[src/rtl/masked_sbox_drv_pkg.sv]
// masked_sbox_drv_pkg
// Shared constants and the single-step LFSR helper for the masked S-box
// share driver. Polynomial 0x80200003, right-shifting Galois form: the bit
// shifted out of position 0 is folded back through the tap mask.
package masked_sbox_drv_pkg;

  localparam int          BYTE_W       = 8;
  localparam int          RAND_W       = 10;
  localparam int          LFSR_W       = 32;
  localparam int          LFSR_STEPS   = 18;
  localparam int          SBOX_LAT_DEF = 3;
  localparam logic [31:0] LFSR_POLY    = 32'h8020_0003;

  function automatic logic [LFSR_W-1:0] lfsr_step(input logic [LFSR_W-1:0] s);
    logic [LFSR_W-1:0] n;
    n = s >> 1;
    if (s[0]) begin
      n = n ^ LFSR_POLY;
    end
    return n;
  endfunction

endpackage

[src/rtl/sbox_drv_lfsr.sv]
// sbox_drv_lfsr
// 32-bit Galois LFSR advanced LFSR_STEPS times per clock. Bits [7:0] of the
// state feed the share mask and bits [17:8] the S-box fresh randomness, so
// each cycle's 18 new bits are used exactly once.
// Ports:
//   clk     in   clock, rising edge
//   rst_n   in   asynchronous active-low reset, reloads SEED
//   o_mask  out  8-bit mask taken from the current state
//   o_ran   out  10-bit fresh randomness taken from the current state
module sbox_drv_lfsr
  import masked_sbox_drv_pkg::*;
#(
  parameter logic [31:0] SEED = 32'hACE1_2024
) (
  input  logic              clk,
  input  logic              rst_n,
  output logic [BYTE_W-1:0] o_mask,
  output logic [RAND_W-1:0] o_ran
);

  logic [LFSR_W-1:0] r_state;
  logic [LFSR_W-1:0] w_next;

  // Unrolled: LFSR_STEPS single steps chained combinationally.
  always_comb begin
    w_next = r_state;
    for (int i = 0; i < LFSR_STEPS; i++) begin
      w_next = lfsr_step(w_next);
    end
  end

  always_ff @(posedge clk or negedge rst_n) begin
    if (!rst_n) begin
      r_state <= SEED;
    end else begin
      r_state <= w_next;
    end
  end

  assign o_mask = r_state[BYTE_W-1:0];
  assign o_ran  = r_state[BYTE_W+RAND_W-1:BYTE_W];

endmodule

[src/rtl/masked_sbox_share_driver.sv]
// masked_sbox_share_driver
// Two-share Boolean masking harness in front of a free-running masked AES
// S-box with SBOX_LAT cycles of latency. Plain bytes are split into
// (data^mask, mask), in-flight bytes are tracked with a valid shift
// register, and returned shares are buffered in a FIFO. A credit counter
// (in-flight + buffered) throttles admission so the FIFO cannot overflow.
//
// Handshakes: a transfer happens on a rising edge where valid && ready.
// The producer holds valid and its data stable until the transfer; ready
// never depends on valid on the same port. in_ready is decoded from
// registers only.
//
// Optional feature: define MASKED_SBOX_DRV_UNMASK_EN to drive out_data with
// the recombined byte; otherwise out_data is tied to zero and no
// recombination logic exists.
//
// Ports:
//   clk, rst_n                 clock, asynchronous active-low reset
//   in_valid/in_ready/in_data  plain byte input handshake
//   sbox_in0/sbox_in1          registered input shares to the S-box
//   sbox_ran                   10 fresh random bits per cycle to the S-box
//   sbox_out0/sbox_out1        output shares returning from the S-box
//   out_valid/out_ready        output handshake
//   out_share0/out_share1      FIFO head shares
//   out_data                   recombined byte or zero
module masked_sbox_share_driver
  import masked_sbox_drv_pkg::*;
#(
  parameter int          SBOX_LAT   = SBOX_LAT_DEF,
  parameter int          FIFO_DEPTH = 4,
  parameter logic [31:0] LFSR_SEED  = 32'hACE1_2024
) (
  input  logic              clk,
  input  logic              rst_n,
  input  logic              in_valid,
  output logic              in_ready,
  input  logic [BYTE_W-1:0] in_data,
  output logic [BYTE_W-1:0] sbox_in0,
  output logic [BYTE_W-1:0] sbox_in1,
  output logic [RAND_W-1:0] sbox_ran,
  input  logic [BYTE_W-1:0] sbox_out0,
  input  logic [BYTE_W-1:0] sbox_out1,
  output logic              out_valid,
  input  logic              out_ready,
  output logic [BYTE_W-1:0] out_share0,
  output logic [BYTE_W-1:0] out_share1,
  output logic [BYTE_W-1:0] out_data
);

  localparam int PTR_W = (FIFO_DEPTH > 1) ? $clog2(FIFO_DEPTH) : 1;
  localparam int CNT_W = $clog2(FIFO_DEPTH + 1);
  localparam logic [CNT_W-1:0] DEPTH_C  = CNT_W'(FIFO_DEPTH);
  localparam logic [PTR_W-1:0] PTR_LAST = PTR_W'(FIFO_DEPTH - 1);

  function automatic logic [PTR_W-1:0] ptr_inc(input logic [PTR_W-1:0] p);
    return (p == PTR_LAST) ? '0 : p + PTR_W'(1);
  endfunction

  logic [BYTE_W-1:0] w_mask;
  logic              w_accept;
  logic              w_pop;
  logic              w_fifo_wr;

  logic [BYTE_W-1:0] r_sh0;
  logic [BYTE_W-1:0] r_sh1;
  logic [SBOX_LAT:0] r_vld;
  logic [CNT_W-1:0]  r_occ;
  logic [CNT_W-1:0]  r_cnt;
  logic [PTR_W-1:0]  r_wr_ptr;
  logic [PTR_W-1:0]  r_rd_ptr;
  logic [BYTE_W-1:0] r_mem0 [FIFO_DEPTH];
  logic [BYTE_W-1:0] r_mem1 [FIFO_DEPTH];

  sbox_drv_lfsr #(
    .SEED (LFSR_SEED)
  ) u_lfsr (
    .clk    (clk),
    .rst_n  (rst_n),
    .o_mask (w_mask),
    .o_ran  (sbox_ran)
  );

  assign in_ready  = (r_occ < DEPTH_C);
  assign out_valid = (r_cnt != '0);
  assign w_accept  = in_valid && in_ready;
  assign w_pop     = out_valid && out_ready;
  // Bit 0 marks the byte sitting in the share register; bits 1..SBOX_LAT
  // follow it through the S-box stages, so the tail lines up with the
  // cycle its result appears on sbox_out0/1.
  assign w_fifo_wr = r_vld[SBOX_LAT];

  // Idle cycles load a fresh (m, m) pair, an encoding of zero, so the
  // S-box never sees a stale or constant input.
  always_ff @(posedge clk or negedge rst_n) begin
    if (!rst_n) begin
      r_sh0 <= '0;
      r_sh1 <= '0;
    end else begin
      r_sh0 <= w_accept ? (in_data ^ w_mask) : w_mask;
      r_sh1 <= w_mask;
    end
  end

  assign sbox_in0 = r_sh0;
  assign sbox_in1 = r_sh1;

  always_ff @(posedge clk or negedge rst_n) begin
    if (!rst_n) begin
      r_vld <= '0;
    end else begin
      r_vld <= {r_vld[SBOX_LAT-1:0], w_accept};
    end
  end

  // Credits cover a byte from acceptance until it leaves the FIFO; the
  // in-flight to FIFO handover does not change the total.
  always_ff @(posedge clk or negedge rst_n) begin
    if (!rst_n) begin
      r_occ <= '0;
    end else begin
      case ({w_accept, w_pop})
        2'b10:   r_occ <= r_occ + CNT_W'(1);
        2'b01:   r_occ <= r_occ - CNT_W'(1);
        default: r_occ <= r_occ;
      endcase
    end
  end

  always_ff @(posedge clk or negedge rst_n) begin
    if (!rst_n) begin
      r_cnt    <= '0;
      r_wr_ptr <= '0;
      r_rd_ptr <= '0;
      for (int i = 0; i < FIFO_DEPTH; i++) begin
        r_mem0[i] <= '0;
        r_mem1[i] <= '0;
      end
    end else begin
      if (w_fifo_wr) begin
        r_mem0[r_wr_ptr] <= sbox_out0;
        r_mem1[r_wr_ptr] <= sbox_out1;
        r_wr_ptr         <= ptr_inc(r_wr_ptr);
      end
      if (w_pop) begin
        r_rd_ptr <= ptr_inc(r_rd_ptr);
      end
      case ({w_fifo_wr, w_pop})
        2'b10:   r_cnt <= r_cnt + CNT_W'(1);
        2'b01:   r_cnt <= r_cnt - CNT_W'(1);
        default: r_cnt <= r_cnt;
      endcase
    end
  end

  assign out_share0 = r_mem0[r_rd_ptr];
  assign out_share1 = r_mem1[r_rd_ptr];

`ifdef MASKED_SBOX_DRV_UNMASK_EN
  assign out_data = out_share0 ^ out_share1;
`else
  assign out_data = '0;
`endif

  // Credit admission makes a write into a full, non-popping FIFO unreachable.
  a_no_fifo_overflow: assert property (
    @(posedge clk) disable iff (!rst_n)
      !(w_fifo_wr && (r_cnt == DEPTH_C) && !w_pop)
  );

endmodule
[config.mk]
export PLATFORM = sky130hd
export DESIGN_NAME = masked_sbox_share_driver
export DESIGN_NICKNAME = d
export VERILOG_FILES = /design/src/rtl/masked_sbox_drv_pkg.sv /design/src/rtl/sbox_drv_lfsr.sv /design/src/rtl/masked_sbox_share_driver.sv
export SDC_FILE = /design/constraint.sdc
export NUM_CORES = 1
export LEC_CHECK = 0
export CORE_MARGIN = 5
export CORE_UTILIZATION = 49
export DETAILED_ROUTE_END_ITERATION = 10
export MAX_ROUTING_LAYER = met4
export PLACE_DENSITY = 0.76
export REMOVE_ABC_BUFFERS = 1
export SYNTH_ARGS = -nofsm -noshare
export SYNTH_HDL_FRONTEND = slang
export SYNTH_SLANG_ARGS = --single-unit
[constraint.sdc]
create_clock -name clk -period 2.03 [get_ports clk]
set_input_delay 0.406 -clock clk [delete_from_list [all_inputs] [get_ports clk]]
set_output_delay 0.406 -clock clk [all_outputs]
set_load 0.01 [all_outputs]
==> results.sh, run 1 <==
export IMPL_status="complete, but fails checks"
export IMPL_violations="hold timing, setup timing"
export IMPL_die_w_um=117
export IMPL_rows=39
export IMPL_min_period_ns=2.12
export IMPL_grt_use_met2=0.301
export IMPL_grt_max_degree=41
export IMPL_drt_wl_total_um=11500
export IMPL_layout_common_cells="dfrtp_1, mux2_2, clkdlybuf4s50_1, xnor2_1, buf_4"
export IMPL_fin_worst_skew_ns=0.0101
export IMPL_drv_cap=0
export IMPL_cts_tree="done"
export IMPL_fin_util=0.665
export IMPL_synth_avg_cell_area_um2=15.6
export IMPL_wl_per_cell_um=18.4
export IMPL_intPower_w=0.00775
export IMPL_grt_total_usage=0.182
export IMPL_fp_coreArea_um2=11400
export IMPL_final_common_cell="dfrtp_1"
export IMPL_drtAntennaViolNets=0
export IMPL_critical_path_top_delay_family="multiplexers"
export IMPL_setup_ws_ns=-0.0873
export IMPL_synth_area_leader_cell="dfrtp_1"
export IMPL_synth_top_area_share=0.508
export IMPL_detail_route_iter0_violations=189
export IMPL_area_delta_synth_final_pct=33.6
export IMPL_grt_pass1_wl_um=19300
export IMPL_busiest_layer="met2"
export IMPL_fillCellCount=806
export IMPL_worst_pin_slew_ns=0.570
export IMPL_ys_seq_area_frac=0.559
export IMPL_totalPowerFinal_w=0.0106
export IMPL_cts_root_buf="clkbuf_16"
export IMPL_report_final_hold_viol_count=4
export IMPL_path_buf_inv=3
export IMPL_antenna_cells=0
export IMPL_nets=510
export IMPL_worst_hold_slack_ns=-0.0102
export IMPL_clockBufferDepth=2
export IMPL_vias=3133
export IMPL_critPathMaxStageDelay_ns=0.52
export IMPL_ys_types=29
export IMPL_slew_viol_final=0
export IMPL_clk_pin_slew_worst_paths_ns=0.05
export IMPL_remaining_drc_errors=0
export IMPL_portBuffers=71
export IMPL_met3_usage=0.0538
export IMPL_firstDrtPassIters=5
export IMPL_rsz0062_at_grt="yes"
export IMPL_io_pins=80
export IMPL_slew_headroom=0.620
export IMPL_slowest_stage="mux4_2"
export IMPL_criticalPathCategory="register to output port"
export IMPL_h_tree_depth=4
export IMPL_die_h_um=117
export IMPL_pwr_share_clk=0.302
export IMPL_crit_top_cell="buf_6"
export IMPL_antenna_found_initial=0
export IMPL_endpoint_kind="output port"
export IMPL_grt_pass1_vias=3655
export IMPL_cts_buffers_inserted=17
export IMPL_hold_class="input pin to asynchronous set/reset pin"
export IMPL_startpoint_type="register"
export IMPL_syn_area_um2=5660
export IMPL_switchingPower_w=0.00285
export IMPL_ys_ff_latch=126
export IMPL_period_share=1.04
export IMPL_max_freq_ghz=0.472
export IMPL_gp_congestion=0.790
export IMPL_clock_latency_ns=0.41
export IMPL_detailed_place_hpwl_um=7990
export IMPL_synth_area_top_cells="dfrtp_1, mux2_2, xnor2_1"
export IMPL_numClockSinks=126
export IMPL_viasPerCell=4.98
export IMPL_p_seq_frac=0.354
export IMPL_switching_share=0.269
export IMPL_setup_viol=13
export IMPL_powerDensity_nw_per_um2=1400
export IMPL_met1_usage=0.219
export IMPL_grt_overflow=0
export IMPL_path_max_fanout=8
export IMPL_crit_chain="buf_12 -> buf_6 -> mux4_2 -> buf_6"
export IMPL_hold_buffers=0
export IMPL_yosys_warnings=0
export IMPL_critPathRequiredTime_ns=1.62
export IMPL_initial_core_util=0.498
export IMPL_drive_gt1_frac=0.414
export IMPL_postSynthCellCount=364
export IMPL_vdd_drop_max_mv=1.10
export IMPL_arrival_ns=1.71
export IMPL_die_area_um2=13800
export IMPL_p_comb_frac=0.345
export IMPL_leakagePower_nw=3.44
## worst paths after layout
path / from / end / slack (ns) / cells past startpoint
max in group asynchronous: rst_n / u_lfsr.r_state[22] / 1.40 / 2
setup / recovery: r_rd_ptr[0] / out_share0[3] / -0.09 / 4
hold / removal: rst_n / r_mem0[24] / -0.01 / 1
setup reg to reg: u_lfsr.r_state[3] / u_lfsr.r_state[0] / 0.03 / 4
hold reg to reg: r_vld[0] / r_vld[1] / 0.35 / 0
min in group clk: r_vld[0] / r_vld[1] / 0.35 / 0
## power groups by stage
stage | registers, W | logic (W) | clock network, W
2_1_floorplan | 0.00375 | 0.00193 | 0
3_3_place_gp | 0.00371 | 0.00332 | 0
3_5_place_dp | 0.00378 | 0.00345 | 0
4_1_cts | 0.00375 | 0.00362 | 0.00324
5_1_grt | 0.00384 | 0.00396 | 0.00337
6_report | 0.00375 | 0.00366 | 0.00320
## worst reg2reg max path: stages, from the launching register on
cell and delay [ns]:
dfrtp_1 0.36, xnor3_2 0.54, xor2_4 0.24, xnor2_4 0.27, xnor3_1 0.46
## cells in the mapped netlist
library cell / number
dfrtp_1: 115
mux2_2: 65
xnor2_1: 42
buf_4: 20
mux4_2: 16
xor2_1: 16
inv_1: 14
nand2_1: 14
dfstp_2: 11
clkbuf_1: 10
xnor3_1: 9
ha_1: 7
buf_2: 3
fa_1: 2
mux2i_1: 2
nor2_1: 2
o21ai_0: 2
or3_1: 2
xnor3_2: 2
a21o_1: 1
conb_1: 1
nor2b_1: 1
nor3_1: 1
xnor2_2: 1
xnor2_4: 1
xor2_2: 1
xor2_4: 1
xor3_1: 1
xor3_2: 1
## state kept, by name, summed over array words and instances, names as in the netlist
| name | cells |
|---|---|
| r_vld | 4 |
| r_cnt | 3 |
| r_rd_ptr | 2 |
| r_mem0 | 32 |
| r_wr_ptr | 2 |
| sbox_in0 | 8 |
| r_mem1 | 32 |
| sbox_in1 | 8 |
| r_occ | 3 |
| u_lfsr.r_state | 32 |
## through the flow
stage          std cells  cell area [um^2]  setup TNS [ns]  setup slack, ns
6_report             629              7560          -0.632          -0.0873
5_1_grt              629              7560           -1.56           -0.138
4_1_cts              628              7530           -1.46           -0.142
3_5_place_dp         587              6720          -0.150          -0.0686
3_3_place_gp         587              6720         -0.0479          -0.0297
2_1_floorplan        338              5490         -0.0202          -0.0202
## area by class of cell
class,count,area (um^2),area share
Sequential cell,126,3170,0.419
Timing Repair Buffer,116,1190,0.157
Multi-Input combinational cell,198,2340,0.309
Inverter,14,52.6,0.00695
Clock buffer,21,470,0.0622
Tap cell,143,179,0.0237
Clock inverter,11,163,0.0215
## metal layers
layer / vias to the layer above / wire length [um] / part of all wire
li1: 1413 / - / -
met3: 14 / 485 / 0.042
met5: - / 0 / 0
met2: 77 / 6190 / 0.54
met1: 1629 / 4700 / 0.41
met4: 0 / 170 / 0.015
## what timing repair did
action                     4_1_cts  5_1_grt
resized for setup               95        7
setup endpoints to repair       25       23
pin swaps                        7        1
buffers inserted                 9        3
## kinds of logic after synthesis
logic type / count (synthesis) / share of synthesized area
adder cells (fa/ha/maj): 9 / 0.0225
buffers and inverters: 47 / 0.0451
AO/OA/AOI/OAI: 3 / 0.00309
flip-flops: 126 / 0.559
XOR/XNOR: 75 / 0.158
multiplexers: 83 / 0.196
AND/OR/NAND/NOR: 20 / 0.0148
other: 1 / 0.000662
No activity file was read; power rests on OpenSTA's default activity.
==> inputs of run 2 (changes only) <==
--- a/config.mk
+++ b/config.mk
@@ -5,7 +5,7 @@
 export SDC_FILE = /design/constraint.sdc
 export NUM_CORES = 1
 export LEC_CHECK = 0
-export CORE_MARGIN = 5
+export CORE_MARGIN = 4
 export CORE_UTILIZATION = 49
 export DETAILED_ROUTE_END_ITERATION = 10
 export MAX_ROUTING_LAYER = met4
==> run 2 against run 1 <==
The run ends with setup timing left. Sequential cell count did not move. Maximum frequency rose by 1.1%. Non-clock buffer count fell by 8. Final area fell by 2.6%. Critical path type unchanged. Setup slack improved by 0.022 ns. Power fell by 3.6%. Largest cell class unchanged. Combinational power fell by 5.5%.
==> results.sh, run 2 (synthesized netlist as in run 1, its figures left out) <==
export IMPL_hold_class="register to register"
export IMPL_powerDensity_nw_per_um2=1390
export IMPL_report_final_hold_viol_count=0
export IMPL_setup_ws_ns=-0.0648
export IMPL_drt_wl_total_um=11100
export IMPL_die_area_um2=13300
export IMPL_rows=38
export IMPL_area_delta_synth_final_pct=30.1
export IMPL_clock_latency_ns=0.42
export IMPL_final_common_cell="dfrtp_1"
export IMPL_crit_start="r_rd_ptr[0]"
export IMPL_die_h_um=115
export IMPL_die_w_um=115
export IMPL_whs_path_depth=0
export IMPL_nets=502
export IMPL_dp_cells=582
export IMPL_cts_root_buf="clkbuf_16"
export IMPL_grt_overflow=0
export IMPL_io_pins=80
export IMPL_fillCellCount=780
export IMPL_arrival_ns=1.69
export IMPL_vdd_drop_max_mv=1.10
export IMPL_fp_coreArea_um2=11100
export IMPL_drive_gt1_frac=0.395
export IMPL_endpoint_kind="output port"
export IMPL_reg_largest_list="r_mem0: 32 flops, r_mem1: 32 flops, u_lfsr.r_state: 32 flops"
export IMPL_layout_common_cells="dfrtp_1, mux2_2, clkdlybuf4s50_1, xnor2_1, buf_4"
export IMPL_grt_pass1_vias=3477
export IMPL_final_cell_count_no_fill=618
export IMPL_path_max_fanout=8
export IMPL_slew_headroom=0.619
export IMPL_max_freq_ghz=0.477
export IMPL_leakagePower_nw=3.34
export IMPL_worst_pin_slew_ns=0.571
export IMPL_min_period_ns=2.09
export IMPL_drtAntennaViolNets=0
export IMPL_drv_cap=0
export IMPL_portBuffers=71
export IMPL_firstDrtPassIters=4
export IMPL_r2r_setup_slack_ns=0.06
export IMPL_status="complete, but fails checks"
export IMPL_gp_congestion=0.786
export IMPL_startpoint_type="register"
export IMPL_antenna_cells=0
export IMPL_rsz0062_at_grt="yes"
export IMPL_slew_viol_final=0
export IMPL_grt_total_usage=0.189
export IMPL_fin_worst_skew_ns=0.00406
export IMPL_period_share=1.03
export IMPL_worst_hold_slack_ns=0.355
export IMPL_grt_max_degree=46
export IMPL_min_from="r_vld[2]"
export IMPL_viasPerCell=4.98
export IMPL_violations="setup timing"
export IMPL_initial_core_util=0.511
export IMPL_criticalPathCategory="register to output port"
export IMPL_vias=3075
export IMPL_fin_util=0.665
export IMPL_cts_tree="done"
export IMPL_setup_viol=16
export IMPL_wl_per_cell_um=18.0
export IMPL_clockBufferDepth=2
export IMPL_grt_pass1_wl_um=18100
export IMPL_remaining_drc_errors=0
export IMPL_detail_route_iter0_violations=155
export IMPL_cts_buffers_inserted=17
export IMPL_h_tree_depth=4
export IMPL_reg2reg_from="u_lfsr.r_state[3]"
export IMPL_antenna_found_initial=0
export IMPL_clk_pin_slew_worst_paths_ns=0.06
export IMPL_numClockSinks=126
export IMPL_critPathRequiredTime_ns=1.62
export IMPL_detailed_place_hpwl_um=7470
export IMPL_r2r_cells=4
[run 2: changes by cell type in the layout (fill, tap and decap cells not counted), sizes merged]
cell | previous run | this run
bufinv | 4 | 3
clkbuf | 21 | 18
buf | 62 | 52
clkinvlp | 3 | 6
dlygate4sd3 | 0 | 1
clkinv | 4 | 6
[run 2: critical path, cell delays in order, from the launching register on]
cell	delay, ns
dfrtp_2	0.43
clkbuf_16	0.19
mux4_2	0.51
buf_6	0.14
[run 2: report_power, final]
part           leakage, nW  switching [W]  internal (W)
combinational         1.53        0.00133       0.00212
sequential            1.54       0.000402       0.00333
clock                0.277        0.00111       0.00192
total                 3.34        0.00285       0.00737
[run 2: per-stage QoR]
stage	area, um^2	total power, W	worst slack [ns]	TNS [ns]
floorplan	5490	0.00568	-0.0202	-0.0202
global placement	6670	0.00697	-0.0442	-0.0889
detailed placement	6670	0.00717	-0.141	-0.344
CTS	7340	0.0103	-0.124	-1.47
global route	7370	0.0108	-0.131	-1.76
finish	7370	0.0102	-0.0648	-0.782
[run 2: cell type report]
| class | instances | area (um^2) | share of cell area |
|---|---|---|---|
| clock inverter | 15 | 173 | 0.0234 |
| inverter | 14 | 52.6 | 0.00713 |
| timing repair buffer | 108 | 1070 | 0.145 |
| clock buffer | 17 | 425 | 0.0578 |
| tap | 140 | 175 | 0.0238 |
| sequential | 126 | 3170 | 0.430 |
| multi-input combinational | 198 | 2300 | 0.313 |
[run 2: path summary, 6_finish.rpt]
| kind | endpoint |
|---|---|
| max | out_share0[4] |
| min | r_vld[3] |
| max reg2reg | u_lfsr.r_state[0] |
| min reg2reg | r_vld[3] |
| max in group asynchronous | u_lfsr.r_state[31] |
| min in group asynchronous | r_mem0[28] |
[run 2: what timing repair did]
action / 4_1_cts / 5_1_grt
endpoints found under the hold margin: 13 / 0
setup endpoints to repair: 23 / 24
hold buffers: 1 / 0
cloned: 1 / 0
gates resized for setup: 82 / 7
pin swaps: 5 / 2
setup buffers: 2 / 0
[run 2: routing by layer]
| layer | up-vias | share of wire | track usage |
|---|---|---|---|
| li1 | 1405 | - | - |
| met1 | 1590 | 0.44 | 0.224 |
| met2 | 67 | 0.51 | 0.311 |
| met3 | 13 | 0.037 | 0.0470 |
| met4 | 0 | 0.015 | 0.0775 |
| met5 | - | 0 | - |
==> inputs of run 3 (changes only) <==
--- a/config.mk
+++ b/config.mk
@@ -5,6 +5,7 @@
 export SDC_FILE = /design/constraint.sdc
 export NUM_CORES = 1
 export LEC_CHECK = 0
+export ABC_AREA = 1
 export CORE_MARGIN = 4
 export CORE_UTILIZATION = 49
 export DETAILED_ROUTE_END_ITERATION = 10
==> run 3 against run 2 <==
The flow finishes with violations (hold timing, setup timing). Non-clock buffer count rose by 47. Sequential share of layout area fell by 3.4 points. Final area rose by 8.4%. Cell count rose by 44%. Synthesized cell count rose by 62%. Setup slack got worse by 0.64 ns. Clock-buffer cell count rose by 1. Sequential cell count did not move. Sequential power barely moved. Die area rose by 0.81%.
==> results.sh, run 3 <==
export IMPL_status="complete, but fails checks"
export IMPL_violations="hold timing, setup timing"
export IMPL_antenna_found_initial=0
export IMPL_portBuffers=71
export IMPL_placed_area_um2=6810
export IMPL_final_common_cell="dfrtp_1"
export IMPL_cts_root_buf="clkbuf_16"
export IMPL_yosys_area_share_simple=0.167
export IMPL_reg_largest_list="r_mem0: 32 flops, r_mem1: 32 flops, u_lfsr.r_state: 32 flops"
export IMPL_fin_worst_skew_ns=0.00687
export IMPL_synth_top_area_share=0.504
export IMPL_grt_pass1_vias=5026
export IMPL_rows=39
export IMPL_clk_pin_slew_worst_paths_ns=0.06
export IMPL_finalSetupTns_ns=-8.11
export IMPL_rsz0062_at_grt="yes"
export IMPL_h_tree_depth=4
export IMPL_totalPowerFinal_w=0.0102
export IMPL_synth_compound_area_frac=0.110
export IMPL_clockBufferDepth=2
export IMPL_clock_latency_ns=0.41
export IMPL_postSynthCellCount=591
export IMPL_hold_class="input pin to asynchronous set/reset pin"
export IMPL_layout_common_cells="dfrtp_1, nand2_1, o21ai_0, buf_4, clkdlybuf4s50_1"
export IMPL_firstDrtPassIters=5
export IMPL_max_freq_ghz=0.366
export IMPL_synth_top_family_by_area="simple AND/OR/NAND/NOR gates"
export IMPL_synth_area_leader_cell="dfrtp_1"
export IMPL_initial_core_util=0.500
export IMPL_netlist_top_cells_count="dfrtp_1, nand2_1, o21ai_0"
export IMPL_min_period_ns=2.74
export IMPL_vdd_drop_max_mv=0.928
export IMPL_leakagePower_nw=3.83
export IMPL_wl_per_cell_um=16.7
export IMPL_pwr_share_clk=0.300
export IMPL_intPower_w=0.00665
export IMPL_numClockSinks=126
export IMPL_vias=4631
export IMPL_criticalPathCategory="register to register"
export IMPL_synth_most_common_cell="dfrtp_1"
export IMPL_ys_types=28
export IMPL_syn_area_um2=5710
export IMPL_drtAntennaViolNets=0
export IMPL_cts_buffers_inserted=17
export IMPL_grt_max_degree=69
export IMPL_die_area_um2=13400
export IMPL_critPathRequiredTime_ns=2.36
export IMPL_drive_gt1_frac=0.309
export IMPL_fp_coreArea_um2=11400
export IMPL_switchingPower_w=0.00352
export IMPL_ys_ff_latch=126
export IMPL_drt_wl_total_um=14800
export IMPL_yosys_warnings=0
export IMPL_die_w_um=116
export IMPL_synth_xor_area_frac=0.0732
export IMPL_switching_share=0.346
export IMPL_setup_viol=20
export IMPL_ys_seq_area_frac=0.555
export IMPL_hold_buffers=0
export IMPL_period_share=1.35
export IMPL_report_final_hold_viol_count=3
export IMPL_drv_cap=0
export IMPL_powerDensity_nw_per_um2=1270
export IMPL_die_h_um=116
export IMPL_path_max_fanout=5
export IMPL_gp_congestion=0.846
export IMPL_io_pins=80
export IMPL_cts_tree="done"
export IMPL_r2r_setup_slack_ns=-0.71
export IMPL_arrival_ns=3.07
export IMPL_fillCellCount=789
export IMPL_synth_fa_ha_area_frac=0.0223
export IMPL_grt_overflow=0
export IMPL_setup_ws_ns=-0.705
export IMPL_synth_edf_count=0
export IMPL_synthMuxAreaShare=0
export IMPL_grt_pass1_wl_um=23800
export IMPL_nets=769
export IMPL_synthFlopType="dfrtp_1"
export IMPL_dpl_worst_slack_ns=-0.650
export IMPL_antenna_cells=0
export IMPL_detail_route_iter0_violations=328
export IMPL_startpoint_type="register"
export IMPL_final_area_um2=7990
export IMPL_remaining_drc_errors=0
export IMPL_grt_total_usage=0.236
export IMPL_r2r_cells=21
export IMPL_endpoint_kind="register"
export IMPL_async_reset_ff_frac=1.00
export IMPL_detailed_place_hpwl_um=8430
export IMPL_slew_viol_final=0
export IMPL_synth_avg_cell_area_um2=9.66
export IMPL_viasPerCell=5.22
export IMPL_p_comb_frac=0.329
export IMPL_p_seq_frac=0.371
export IMPL_area_delta_synth_final_pct=39.9
export IMPL_worst_hold_slack_ns=-0.00883
export IMPL_synth_area_top_cells="dfrtp_1, o21ai_0, nand2_1"
[run 3: through the flow]
stage	hold WS (ns)	utilization	cells
after floorplan	0.110	-	558
after global placement	0.334	0.597	824
after detailed placement	0.339	0.597	824
after CTS	0.0119	0.682	879
after global routing	0.0164	0.700	888
final	-0.00883	0.700	888
[run 3: area by class of cell]
cell class | instances | area [um^2] | share of cell area
Tap cell | 143 | 179 | 0.0224
Inverter | 50 | 193 | 0.0241
Clock buffer | 18 | 439 | 0.0550
Multi-Input combinational cell | 382 | 2470 | 0.310
Sequential cell | 126 | 3170 | 0.397
Timing Repair Buffer | 155 | 1380 | 0.172
Clock inverter | 14 | 160 | 0.0201
[run 3: logic make-up (layout without fill, tap and decap cells)]
family | Yosys count | in the layout
simple gates | 203 | 203
flops | 126 | 126
compound gates | 122 | 122
buf+inv | 90 | 237
xor+xnor | 40 | 40
fa+ha+maj | 9 | 9
other cells | 1 | 8
[run 3: worst max-delay path: stages, from the launching register on]
cell	delay, ns
dfstp_2	0.62
inv_4	0.07
nand2_4	0.07
nand3_4	0.07
nand2_2	0.10
nand2_2	0.07
nand2_4	0.07
xor3_2	0.30
nand2_2	0.10
nand2_4	0.06
nand2_4	0.10
nand2_4	0.06
nand2_2	0.05
nand2_2	0.07
nand2_2	0.09
nand2_4	0.07
or2_4	0.24
nand2_4	0.10
inv_2	0.06
nand3_2	0.10
nand3_2	0.09
nand2_1	0.09
[run 3: path summary, 6_finish.rpt]
check                             startpoint                 end
hold reg to reg                     r_vld[2]            r_vld[3]
max in group asynchronous              rst_n  u_lfsr.r_state[31]
setup / recovery           u_lfsr.r_state[2]   u_lfsr.r_state[1]
hold / removal                         rst_n          r_mem1[28]
min in group clk                    r_vld[2]            r_vld[3]
setup reg to reg           u_lfsr.r_state[2]   u_lfsr.r_state[1]
[run 3: timing repair]
item,4_1_cts,5_1_grt
resized for setup,98,66
pin swaps,26,23
buffers inserted,23,16
endpoints found under the setup margin,33,37
[run 3: power by group through the flow]
stage          clock network, W  registers [W]  logic [W]
2_1_floorplan                 0        0.00373    0.00169
3_3_place_gp                  0        0.00371    0.00308
3_5_place_dp                  0        0.00374    0.00322
4_1_cts                 0.00307        0.00373    0.00329
5_1_grt                 0.00321        0.00383    0.00379
6_report                0.00305        0.00377    0.00334
[run 3: per-layer routing]
layer	up-vias	routed length [um]	track usage
met5	-	0	-
met1	2285	5680	0.263
met3	36	656	0.0527
met2	152	8140	0.408
met4	0	367	0.101
li1	2158	-	-
